### config.mk
export PLATFORM = sky130hd
export DESIGN_NAME = nco_flat
export DESIGN_NICKNAME = d
export VERILOG_FILES = /design/src/rtl/nco_if.sv /design/src/rtl/nco.sv /design/src/flat_wrapper.sv
export SDC_FILE = /design/constraint.sdc
export NUM_CORES = 1
export LEC_CHECK = 0
export ABC_AREA = 1
export BUFFER_PORTS_ARGS = -buffer_cell sky130_fd_sc_hd__buf_2
export CAP_MARGIN = 15
export CORE_AREA = 2 2 63 65
export DETAILED_ROUTE_END_ITERATION = 10
export DIE_AREA = 0 0 65 67
export GPL_ROUTABILITY_DRIVEN = 0
export PLACE_DENSITY = 0.62
export SYNTH_ARGS = -nofsm -noshare
export SYNTH_HDL_FRONTEND = slang
export SYNTH_SLANG_ARGS = --single-unit
export TNS_END_PERCENT = 1
### constraint.sdc
create_clock -name clk -period 4.5 [get_ports clk]
set_input_delay 0.225 -clock clk [delete_from_list [all_inputs] [get_ports clk]]
set_output_delay 0.225 -clock clk [all_outputs]
set_load 0.01 [all_outputs]
### src/rtl/nco_if.sv
// nco_if: select/sample bundle between the control side and the oscillator.
//   signal_out : waveform select code (control side -> nco)
//   wave_out   : registered unsigned waveform sample (nco -> observers)
// Modports: master = control/stimulus side, slave = nco.
interface nco_if #(
  parameter int SELECT_WIDTH = 3,
  parameter int WAVE_WIDTH   = 8
);
  logic [SELECT_WIDTH-1:0] signal_out;
  logic [WAVE_WIDTH-1:0]   wave_out;

  modport master (output signal_out, input wave_out);
  modport slave  (input signal_out, output wave_out);
endinterface

### src/rtl/nco.sv
// nco: numerically controlled oscillator with a 32-sample period.
// A select code chooses sine, cosine, triangle, sawtooth, square or ramp-down;
// changing the code restarts the new waveform at phase 0 on the same edge.
// Ports:
//   clk    : clock, rising edge
//   resetn : asynchronous active-low reset (wave_out, phase, select cleared)
//   bus    : nco_if.slave (signal_out select in, wave_out sample out)
// Optional feature macro NCO_EXT_WAVES_EN: codes 6 (half-wave rectified sine)
// and 7 (DC midscale). Without it, codes 6 and 7 produce 0 while the phase
// keeps advancing.
// Sample tables support WAVE_WIDTH = 8 only.
module nco #(
  parameter int SELECT_WIDTH = 3,
  parameter int WAVE_WIDTH   = 8
) (
  input  logic  clk,
  input  logic  resetn,
  nco_if.slave  bus
);

  localparam logic [SELECT_WIDTH-1:0] SEL_SINE = SELECT_WIDTH'(0);
  localparam logic [SELECT_WIDTH-1:0] SEL_COS  = SELECT_WIDTH'(1);
  localparam logic [SELECT_WIDTH-1:0] SEL_TRI  = SELECT_WIDTH'(2);
  localparam logic [SELECT_WIDTH-1:0] SEL_SAW  = SELECT_WIDTH'(3);
  localparam logic [SELECT_WIDTH-1:0] SEL_SQR  = SELECT_WIDTH'(4);
  localparam logic [SELECT_WIDTH-1:0] SEL_RAMP = SELECT_WIDTH'(5);
`ifdef NCO_EXT_WAVES_EN
  localparam logic [SELECT_WIDTH-1:0] SEL_HWR  = SELECT_WIDTH'(6);
  localparam logic [SELECT_WIDTH-1:0] SEL_DC   = SELECT_WIDTH'(7);
`endif

  logic [SELECT_WIDTH-1:0] sel_p0;
  logic [4:0]              phase_p0;
  logic [WAVE_WIDTH-1:0]   wave_p0;

  // round(128 + 127*sin(2*pi*k/32))
  function automatic logic [7:0] sine_lut(input logic [4:0] idx);
    logic [7:0] v;
    case (idx)
      5'd0:  v = 8'd128;  5'd1:  v = 8'd153;  5'd2:  v = 8'd177;  5'd3:  v = 8'd199;
      5'd4:  v = 8'd218;  5'd5:  v = 8'd234;  5'd6:  v = 8'd245;  5'd7:  v = 8'd253;
      5'd8:  v = 8'd255;  5'd9:  v = 8'd253;  5'd10: v = 8'd245;  5'd11: v = 8'd234;
      5'd12: v = 8'd218;  5'd13: v = 8'd199;  5'd14: v = 8'd177;  5'd15: v = 8'd153;
      5'd16: v = 8'd128;  5'd17: v = 8'd103;  5'd18: v = 8'd79;   5'd19: v = 8'd57;
      5'd20: v = 8'd38;   5'd21: v = 8'd22;   5'd22: v = 8'd11;   5'd23: v = 8'd3;
      5'd24: v = 8'd1;    5'd25: v = 8'd3;    5'd26: v = 8'd11;   5'd27: v = 8'd22;
      5'd28: v = 8'd38;   5'd29: v = 8'd57;   5'd30: v = 8'd79;   default: v = 8'd103;
    endcase
    return v;
  endfunction

  function automatic logic [7:0] sample(input logic [SELECT_WIDTH-1:0] sel,
                                        input logic [4:0]              idx);
    logic [3:0] tri_n;
    logic [7:0] v;
    // Falling half of the triangle: 31-k == ~k[3:0] for k>=16; 17*t == {t,t}.
    tri_n = idx[4] ? ~idx[3:0] : idx[3:0];
    v     = 8'd0;
    case (sel)
      SEL_SINE: v = sine_lut(idx);
      SEL_COS:  v = sine_lut(idx + 5'd8);
      SEL_TRI:  v = {tri_n, tri_n};
      SEL_SAW:  v = {idx, 3'b000};
      SEL_SQR:  v = {8{~idx[4]}};
      SEL_RAMP: v = {~idx, 3'b000};          // 248 - 8k
`ifdef NCO_EXT_WAVES_EN
      SEL_HWR:  v = idx[4] ? 8'd128 : sine_lut(idx);
      SEL_DC:   v = 8'd128;
`endif
      default:  v = 8'd0;
    endcase
    return v;
  endfunction

  // Stage p0: phase accumulator, select register and output sample register.
  // A select change emits sample 0 of the new wave and leaves the phase at 1.
  always_ff @(posedge clk or negedge resetn) begin
    if (!resetn) begin
      sel_p0   <= '0;
      phase_p0 <= 5'd0;
      wave_p0  <= '0;
    end else if (bus.signal_out != sel_p0) begin
      sel_p0   <= bus.signal_out;
      wave_p0  <= sample(bus.signal_out, 5'd0);
      phase_p0 <= 5'd1;
    end else begin
      wave_p0  <= sample(sel_p0, phase_p0);
      phase_p0 <= phase_p0 + 5'd1;
    end
  end

  assign bus.wave_out = wave_p0;

endmodule

### src/flat_wrapper.sv
// flat-port wrapper written by rule: the top's interface ports become plain ports
module nco_flat 
#(
  parameter int SELECT_WIDTH = 3,
  parameter int WAVE_WIDTH   = 8
)
  (clk, resetn, bus_signal_out, bus_wave_out);
  nco_if #(.SELECT_WIDTH(SELECT_WIDTH), .WAVE_WIDTH(WAVE_WIDTH)) bus_i ();
  input  logic clk;
  input  logic resetn;
  input wire logic [$bits(bus_i.signal_out)-1:0] bus_signal_out;
  output wire logic [$bits(bus_i.wave_out)-1:0] bus_wave_out;
  assign bus_i.signal_out = bus_signal_out;
  assign bus_wave_out = bus_i.wave_out;
  nco #(.SELECT_WIDTH(SELECT_WIDTH), .WAVE_WIDTH(WAVE_WIDTH)) u_core (.clk(clk), .resetn(resetn), .bus(bus_i));
endmodule
== Yosys cells after proc, flatten, opt, wreduce, memory -nomap -nowiden ==
Memory sizes are Yosys's and may differ from the RTL's.
Index checks and enable logic that the tools add are counted.
Storage, ports and cells
  register bits after elaboration: 16
  bits in read-only memories: 512
  bits of input ports: 5
  word-level logic and storage cells: 27
  memories: 2
Memory list
  (no name shown): depth 32, width 8, read ports 1, clocked after Yosys merged registers in 0, wr ports 0, line nco.sv:39  | case (idx)
  (no name shown): depth 32, width 8, read ports 1, clocked after Yosys merged registers in 0, wr ports 0, line nco.sv:39
Operators by class
  $add $sub $neg: 2
  equality and inequality tests: 9
  mux-type cells: 5
  bitwise logic cells: 3
  reduce and logical (&&, ||, !) cells: 3
Operators by type and width (number)
  case mux 8 bit (6 select lines): 1
  case mux 8 bit (3 select lines): 1
  equality test 3 bit, second input constant: 4
  2-to-1 mux 8 bit: 1
  equality test 3 x 1 -> 1 bit, second input constant: 2
  equality test 3 x 2 -> 1 bit, second input constant: 2
  zero test 3 bit: 2
  adder 5 x 1 -> 5 bit, second input constant: 1
  adder 5 x 4 -> 5 bit, second input constant: 1
  2-to-1 mux 5 bit: 1
  inverter 5 bit: 1
  2-to-1 mux 4 bit: 1
  inverter 4 bit: 1
  != test 3 bit: 1
  OR reduction 2 bit: 1
  inverter 1 bit: 1

== Longest topological paths before layout ==
Gate-level depths: netlist (run 1).
  depth in word-level cells: 4
  gate-level depth with buffers: 13
  mapped depth without buffers: 12

== Worst setup path after synthesis (run 1) ==
Ideal clock, no wire load.
  kind: reg-to-reg
  start point: reg u_core.phase_p0[0]
  end point: reg u_core.wave_p0[3] (netlist: u_core.bus.wave_out[3])
  library setup time: 0.120 ns
  arrival: 1.576 ns
  required time: 4.380 ns
  path slack: 2.804 ns
  stages on the path, launching flop included: 14
  path buffers: 1
  period minus slack after synthesis: 1.696 ns
  path through: dfrtp_1 clkbuf_2 inv_1 ha_1 inv_1 nand2_1 nand2_1 nand2_1 nand2_1 inv_1 nand3_1 nand3_1 nand2_1 nand2_1
On the way
  word-level cells in the longest chain between the ends: 4
RTL lines
  from (decl): line nco.sv:33  | logic [4:0] phase_p0;
  from (signal assigned): line nco.sv:88  | phase_p0 <= phase_p0 + 5'd1;
  adder 5 x 4 -> 5 bit: line nco.sv:61  | SEL_COS: v = sine_lut(idx + 5'd8);
  memory (32 x 8 bit)
  case mux 8 bit (6 select lines) (*): line nco.sv:59  | case (sel)
  2-to-1 mux 8 bit (*): line nco.sv:82  | end else if (bus.signal_out != sel_p0) begin
  to (signal assigned): line nco.sv:84  | wave_p0 <= sample(bus.signal_out, 5'd0);
  to (signal assigned): line nco.sv:87  | wave_p0 <= sample(sel_p0, phase_p0);
  to (decl): line nco.sv:34  | logic [WAVE_WIDTH-1:0] wave_p0;
Every way passes the cells marked *; elsewhere a longest branch is shown, timed or not.
A chain may end at the register's enable or synchronous reset.

== Worst setup path in the final report (run 1) ==
Same ends and word-level chain as after synthesis.

==> results.cfg, run 1 <==
[run_status]
status = finished clean

[final_layout]
post-route-util_pct = 48.2
drive_gt1_share_pct = 10.0
antenna_cells = 0
nets = 285
syn_to_final_growth_pct = 6.76

[synthesis]
syn_nets = 279
yosysWarnings = 0
ys_ff_latch = 16
async_flop_share_pct = 100
ys_seq_area_share_pct = 24.6
synth_edf_count = 0
avgSynthCellArea_sq_um = 6.14
synth_area_sq_um = 1630
synthCells = 265
synthDistinctLibCells = 27
synth-main-ff-cell = dfrtp_1

[run]
maxCapViolCount = 0

[floorplan]
core_sq_um = 3610
fp.dieH_um = 67
die_x_um = 65
initial_core_util_pct = 45.1
die-area_sq_um = 4360
rows = 22
io_pins = 13

[timing]
drv_slew = 0
setup_viol = 0
skew_ns = 0.00173
period_minus_slack_ns = 2.03
tightest_slew_ns = 0.566
rsz0062_at_grt = false
max_freq_mhz = 492
tns_ns = 0
report.final.hold_viol_count = 0
relSlewSlack_pct = 62.3
fin_crit_sh_pct = 45.2

[global_routing]
antenna_found_initial = 0
grt_pass1_vias = 1472
grt_pass1_wl_mm = 6.52
grt_start_max_net_pins = 19
overflow = 0
grt_util_all_layers_pct = 19.4

[critical_path]
reg2reg_depth = 12
cp-start-kind = flop
path_cells = inv_1, ha_1, inv_1, nand2_1, nand2_1, nand2_1, nand2_1, inv_1, nand3_1, nand3_1, nand2_1, nand2_1
path_class = reg2reg
end_kind = flop
arrival_ns = 2.17
required_ns = 4.63
critPathLaunch = u_core.phase_p0[0]
cp_slowest_cell = dfrtp_1
r2r_start = u_core.phase_p0[0]
crit_top_cell = nand2_1
critPathMaxFanout = 10
slowest_delay_ns = 0.54

[route]
drc = 0
drt-total-wl_mm = 3.95
drt_pass1_iterations = 4
dr_total_vias = 1619
ant_nets = 0
post_drt_wl_per_cell_um = 12.4
drt_iter0_drc = 186
via_per_inst = 5.09

[clocking]
clkTransAtPathRegs_ns = 0.06
htreeDepth = 1
root_buffer = clkbuf_8
numCtsBuffers = 3
cts_tree = built
clk_latency_ns = 0.25
clkSinkCount = 16
cts_resized = 0
hold_buffers = 1
cts_max_path_buffers = 2
post_cts_buffers = 0

[hold_path]
hp-class = in2reg
hp-start = bus_signal_out[1]
hold_depth = 1

[power_and_ir_drop]
power_density_nw_per_um2 = 223
p_leak_nw = 0.957
ir_worst_vdd_mv = 0.181

[placed_design]
dp_hpwl_mm = 3.09
place.port_buffers = 12
-- cells in the final DEF, fill, tap and decap left out --
cell           netlist  layout
a21oi_1              9       9
dlygate4sd3_1        0       1
o21ai_1              2       2
nor2_4               2       2
buf_2                1      12
inv_1               27      27
inv_2                3       3
mux2i_1              3       3
a21oi_4              1       1
o21a_1               2       2
dfrtp_1             16      16
nor2_1              23      23
nor3_2               2       2
nand4_1              4       4
a22oi_1              1       1
o21ai_2              1       1
nand3_2              1       1
ha_1                 9       9
clkbuf_8             0       4
nand3_1             25      25
xnor2_1              3       3
nor2_2               1       1
xor2_1               4       4
nand2_1            106     106
o21ai_0              8       8
-- stage by stage --
step / total power [mW] / hold WS (ns) / area (sq um) / cells / setup WS (ns)
4_1_cts: 0.393 / 0.113 / 1740 / 318 / 2.47
3_5_place_dp: 0.265 / 0.151 / 1670 / 313 / 2.49
2_1_floorplan: 0.236 / -0.0706 / 1630 / 265 / 2.80
3_3_place_gp: 0.266 / 0.150 / 1670 / 313 / 2.53
6_report: 0.388 / 0.118 / 1740 / 318 / 2.47
5_1_grt: 0.413 / 0.117 / 1740 / 318 / 2.23
-- critical path, delay by kind of cell, from the launching register on --
family	cells	cell delay [ns]
fa+ha+maj	1	0.37
buf+inv	3	0.42
flops	1	0.54
simple gates	8	0.57
-- Yosys cell counts (2+ instances only) --
cell      instances  area, sq um
nor2_4            2         22.5
inv_1            27          101
clkbuf_2          2         10.0
o21ai_0           8         40.0
inv_2             3         11.3
a21oi_1           9         45.0
nand4_1           4         25.0
clkbuf_1          3         11.3
xor2_1            4         35.0
mux2i_1           3         30.0
o21a_1            2         15.0
nor2_1           23         86.3
nor3_2            2         20.0
xnor2_1           3         26.3
o21ai_1           2         10.0
nand3_1          25          125
ha_1              9          113
nand2_1         106          398
dfrtp_1          16          400
buf_4             5         37.5
-- registers in the layout, indices dropped and copies added (netlist names) --
register and count:
u_core.bus.wave_out 8, u_core.phase_p0 5, u_core.sel_p0 3
-- worst paths after layout --
check	endpoint	slack, ns
max	u_core.bus.wave_out[3]	2.47
min	u_core.sel_p0[1]	0.12
max reg2reg	u_core.bus.wave_out[3]	2.47
min reg2reg	u_core.phase_p0[0]	0.68
max in group asynchronous	u_core.phase_p0[1]	3.82
min in group asynchronous	u_core.bus.wave_out[2]	0.43
-- area by class of cell --
cell class / instances / area (sq um)
Tap cell: 48 / 60.1
Fill cell: 383 / 1870
Timing Repair Buffer: 13 / 70.1
Clock buffer: 4 / 55.1
Inverter: 30 / 113
Multi-Input combinational cell: 207 / 1040
Sequential cell: 16 / 400
-- cell families after synthesis --
kind of cell	synth area share [%]
simple gates	42.6
buf+inv	11.5
compound gates	8.76
flops	24.6
fa+ha+maj	6.92
xor+xnor	3.77
mux	1.84
-- metal layers --
layer / track usage, % / vias up / part of all wire [%]
li1: - / 846 / -
met1: 24.8 / 725 / 47
met2: 33.1 / 42 / 47
met3: 2.70 / 6 / 4.0
met4: 7.18 / 0 / 1.6
met5: 0 / - / 0
-- power by group --
group	total [mW]	internal [mW]	switching, mW
Sequential	0.164	0.154	0.00976
Combinational	0.0996	0.0349	0.0647
Clock	0.124	0.0775	0.0468
Total	0.388	0.266	0.121
No activity file was read; power rests on OpenSTA's default activity.
==> inputs of run 2 (changes only) <==
==> constraint.sdc (replaced) <==
create_clock -name clk -period 2 [get_ports clk]
set_input_delay 0.1 -clock clk [delete_from_list [all_inputs] [get_ports clk]]
set_output_delay 0.1 -clock clk [all_outputs]
set_load 0.01 [all_outputs]
==> run 2 against run 1 <==
  * Worst hold slack better by 0.17 ns
  * Sequential power rose by 120%
  * Largest cell class unchanged
  * Wire length rose by 6.4%
  * First-iteration DRC count decreased by 49%
  * Via count increased by 1.4%
  * Critical endpoint unchanged
  * Utilization rose by 1.9 points
==> results.cfg, run 2 (same netlist as run 1, synthesis figures left out) <==
[run_status]
status = finished clean

[final_layout]
fill_cells = 410
instances_no_fill = 326
final_common_cell = nand2_1
final_area_sq_um = 1810
syn_to_final_growth_pct = 10.9
nets = 293
drive_gt1_share_pct = 11.5
antenna_cells = 0
largest_reg_flops = 8
final_cell_mix = nand2_1, inv_1, nand3_1, nor2_1, dfrtp_1

[route]
drc = 0
ant_nets = 0
drt_pass1_iterations = 4
via_per_inst = 5.03
post_drt_wl_per_cell_um = 12.9
dr_total_vias = 1641
drt_iter0_drc = 95
drt-total-wl_mm = 4.20

[clocking]
numCtsBuffers = 3
post_cts_buffers = 0
htreeDepth = 1
clk_latency_ns = 0.25
root_buffer = clkbuf_8
cts_max_path_buffers = 2
clkTransAtPathRegs_ns = 0.07
cts_tree = built
clkSinkCount = 16

[floorplan]
io_pins = 13
initial_core_util_pct = 45.1
core_sq_um = 3610
die-area_sq_um = 4360
die_x_um = 65
fp.dieH_um = 67
rows = 22

[global_routing]
grt_pass1_vias = 1622
grt_util_all_layers_pct = 22.1
overflow = 0
grt_pass1_wl_mm = 7.36
grt_start_max_net_pins = 17
antenna_found_initial = 0

[timing]
setup_viol = 0
tns_ns = 0
relSlewSlack_pct = 66.6
holdWs_ns = 0.284
tightest_slew_ns = 0.500
report.final.hold_viol_count = 0
rsz0062_at_grt = false
period_minus_slack_ns = 1.86
fin_crit_sh_pct = 92.8
skew_ns = 0.00345
drv_slew = 0
max_freq_mhz = 539

[critical_path]
cp_slowest_cell = dfrtp_1
arrival_ns = 2.00
cp-start-kind = flop
path_cells = nand2_1, inv_1, nor2_1, nand2_1, nand2_1, nor2_1, nand3_1, nand2_1, nand2_1
end_kind = flop
worst-path-buf-inv = 1
critPathMaxFanout = 11
path_delay_family = simple AND/OR/NAND/NOR gates
crit_top_cell = nand2_1
path_class = reg2reg
required_ns = 2.14
slowest_delay_ns = 0.65

[hold_path]
hp-class = in2async

[power_and_ir_drop]
p_leak_nw = 0.994
power_density_nw_per_um2 = 499
ir_worst_vdd_mv = 0.486
fin_total_pwr_uw = 902

[placed_design]
dp_hpwl_mm = 3.32
placed_area_sq_um = 1710
dp_cells = 318
place.port_buffers = 12

[run]
maxCapViolCount = 0
[run 2: changes by cell type in the layout (fill, tap and decap cells not counted), sizes merged]
cell and delta:
dlygate4sd3 +3, buf +5
[run 2: per-stage QoR]
step	setup WS [ns]	utilization (%)
floorplan	0.304	-
global placement	0.202	47.4
detailed placement	0.189	47.4
CTS	0.178	50.1
global route	0.00711	50.1
finish	0.145	50.1
[run 2: path summary, 6_finish.rpt]
kind / slack (ns) / endpoint / cells after the start / from
min reg2reg: 0.71 / u_core.phase_p0[0] / 2 / u_core.phase_p0[0]
min in group clk: 0.53 / u_core.sel_p0[2] / 2 / bus_signal_out[2]
max reg2reg: 0.14 / u_core.bus.wave_out[3] / 9 / u_core.phase_p0[4]
max: 0.14 / u_core.bus.wave_out[3] / 9 / u_core.phase_p0[4]
min: 0.28 / u_core.bus.wave_out[1] / 2 / resetn
max in group asynchronous: 1.45 / u_core.phase_p0[0] / 2 / resetn
[run 2: layout make-up]
| type | count | area, sq um | share of cell area (%) |
|---|---|---|---|
| Clock buffer | 4 | 55.1 | 3.05 |
| Sequential cell | 16 | 400 | 22.2 |
| Inverter | 30 | 113 | 6.24 |
| Tap cell | 48 | 60.1 | 3.33 |
| Multi-Input combinational cell | 207 | 1040 | 57.6 |
| Timing Repair Buffer | 21 | 138 | 7.62 |
[run 2: repair_timing]
item / CTS / global route
hold endpoints to repair: 19 / 0
hold buffers: 4 / 0
setup endpoints to repair: 0 / 0
gates resized for setup: 0 / 0
[run 2: per-layer routing]
| layer | part of all wire, % | vias to the layer above | track usage (%) |
|---|---|---|---|
| met1 | 47 | 749 | 29.0 |
| met5 | 0 | - | 0 |
| li1 | - | 852 | - |
| met4 | 0.91 | 0 | 4.79 |
| met3 | 5.7 | 4 | 2.53 |
| met2 | 46 | 36 | 39.0 |
[run 2: report_power, final]
group          internal (mW)  switching, mW
Clock                  0.175          0.118
Sequential             0.346         0.0122
Combinational         0.0891          0.161
==> inputs of run 3 (changes only) <==
==> constraint.sdc (replaced) <==
create_clock -name clk -period 2.2 [get_ports clk]
set_input_delay 0.11 -clock clk [delete_from_list [all_inputs] [get_ports clk]]
set_output_delay 0.11 -clock clk [all_outputs]
set_load 0.01 [all_outputs]
==> run 3 against run 2 <==
  * Critical path type unchanged
  * Clock-buffer cell count unchanged
  * Fmax up 2.5%
  * Critical path depth unchanged
  * Power shrank 11%
  * Sequential share of layout area rose by 0.57 points
  * Clock power fell by 11%
  * Via count shrank 1.5%
  * Cell count decreased by 1.5%
  * Register-to-register slack improved by 0.24 ns
  * Cell area is 2.5% lower
  * Die area is the same
==> results.cfg, run 3 (same netlist as run 1, synthesis figures left out) <==
[critical_path]
r2r_start = u_core.phase_p0[4]
path_cells = nand2_1, inv_1, nor2_1, nand2_1, nand2_1, nor2_1, nand3_1, nand2_1, nand2_1
cp_slowest_cell = dfrtp_1
path_class = reg2reg
slowest_delay_ns = 0.64
crit_top_cell = nand2_1
end_kind = flop
path_delay_family = simple AND/OR/NAND/NOR gates
arrival_ns = 1.95
cp-start-kind = flop
critPathMaxFanout = 11
required_ns = 2.34
worst-path-buf-inv = 1
critPathLaunch = u_core.phase_p0[4]

[clocking]
cts_max_path_buffers = 2
clkSinkCount = 16
numCtsBuffers = 3
cts_tree = built
htreeDepth = 1
clk_latency_ns = 0.25
post_cts_buffers = 0
root_buffer = clkbuf_8
cts_resized = 0
clkTransAtPathRegs_ns = 0.06

[timing]
tns_ns = 0
fin_crit_sh_pct = 82.3
rsz0062_at_grt = false
skew_ns = 0.00136
drv_slew = 0
tightest_slew_ns = 0.486
period_minus_slack_ns = 1.81
setup_viol = 0
report.final.hold_viol_count = 0
relSlewSlack_pct = 67.6
max_freq_mhz = 552

[run]
maxCapViolCount = 0

[floorplan]
rows = 22
die_x_um = 65
initial_core_util_pct = 45.1
io_pins = 13
die-area_sq_um = 4360
core_sq_um = 3610
fp.dieH_um = 67

[final_layout]
syn_to_final_growth_pct = 8.15
antenna_cells = 0
nets = 288
final_common_cell = nand2_1
largest_reg_flops = 8
final_cell_mix = nand2_1, inv_1, nand3_1, nor2_1, dfrtp_1
fill_cells = 397
drive_gt1_share_pct = 11.0

[route]
drt_pass1_iterations = 4
drc = 0
drt_iter0_drc = 165
drt-total-wl_mm = 4.04
ant_nets = 0
route.met2.wl_mm = 1.91
met3_length_um = 176
wl_met1_mm = 1.93
dr_total_vias = 1617
routed.top_layer = met4
post_drt_wl_per_cell_um = 12.6
via_per_inst = 5.04

[global_routing]
antenna_found_initial = 0
grt_start_max_net_pins = 17
grt_util_all_layers_pct = 20.7
grt_pass1_vias = 1462
grt_pass1_wl_mm = 6.89
overflow = 0

[placed_design]
place.port_buffers = 12
dp_hpwl_mm = 3.24

[hold_path]
hp-class = in2reg
hp-start = bus_signal_out[1]

[power_and_ir_drop]
power_density_nw_per_um2 = 457
fin_total_pwr_uw = 804
ir_worst_vdd_mv = 0.250
p_leak_nw = 0.972

[run_status]
status = finished clean
-- run 3: changes by cell type in the layout (fill, tap and decap cells not counted) --
cell | previous run | this run
buf_4 | 5 | 3
dlygate4sd3_1 | 4 | 1
-- run 3: final timing paths --
| check | slack [ns] | cells past startpoint | end |
|---|---|---|---|
| setup / recovery | 0.39 | 9 | u_core.bus.wave_out[3] |
| hold / removal | 0.003 | 1 | u_core.sel_p0[1] |
| setup reg to reg | 0.39 | 9 | u_core.bus.wave_out[3] |
| hold reg to reg | 0.71 | 2 | u_core.phase_p0[0] |
| max in group asynchronous | 1.65 | 2 | u_core.phase_p0[4] |
| min in group asynchronous | 0.30 | 2 | u_core.bus.wave_out[1] |
-- run 3: area by class of cell --
class / instances / area, sq um / area share (%)
timing repair buffer: 16 / 92.6 / 5.26
inverter: 30 / 113 / 6.40
sequential: 16 / 400 / 22.7
multi-input combinational: 207 / 1040 / 59.1
tap: 48 / 60.1 / 3.41
clock buffer: 4 / 55.1 / 3.13
-- run 3: power breakdown --
group | internal [mW] | switching (mW)
Sequential | 0.315 | 0.0115
Combinational | 0.0755 | 0.141
Clock | 0.159 | 0.102
Total | 0.549 | 0.254
-- run 3: per-stage QoR --
step | worst slack [ns] | std cells | hold slack, ns | instance area (sq um) | util, %
4_1_cts | 0.418 | 321 | 0.00221 | 1760 | 48.8
5_1_grt | 0.240 | 321 | 0.00654 | 1760 | 48.8
2_1_floorplan | 0.504 | 265 | -0.186 | 1630 | -
3_5_place_dp | 0.435 | 316 | 0.0438 | 1700 | 47.0
6_report | 0.390 | 321 | 0.00320 | 1760 | 48.8
3_3_place_gp | 0.396 | 316 | 0.0371 | 1700 | 47.0
-- run 3: what timing repair did --
action / in CTS / in global routing
setup endpoints to repair: 0 / 0
hold buffers: 1 / 0
hold endpoints to repair: 16 / 0
-- run 3: routing by layer --
metal / track usage (%) / vias to the layer above
li1: - / 838
met1: 28.6 / 733
met2: 34.8 / 41
met3: 2.53 / 5
met4: 3.99 / 0
met5: 0 / -
-- run 3: worst register-to-register path, stage by stage, from the launching register on --
cell	delay [ns]
dfrtp_1	0.64
nand2_1	0.17
inv_1	0.31
nor2_1	0.13
nand2_1	0.10
nand2_1	0.05
nor2_1	0.11
nand3_1	0.09
nand2_1	0.06
nand2_1	0.05
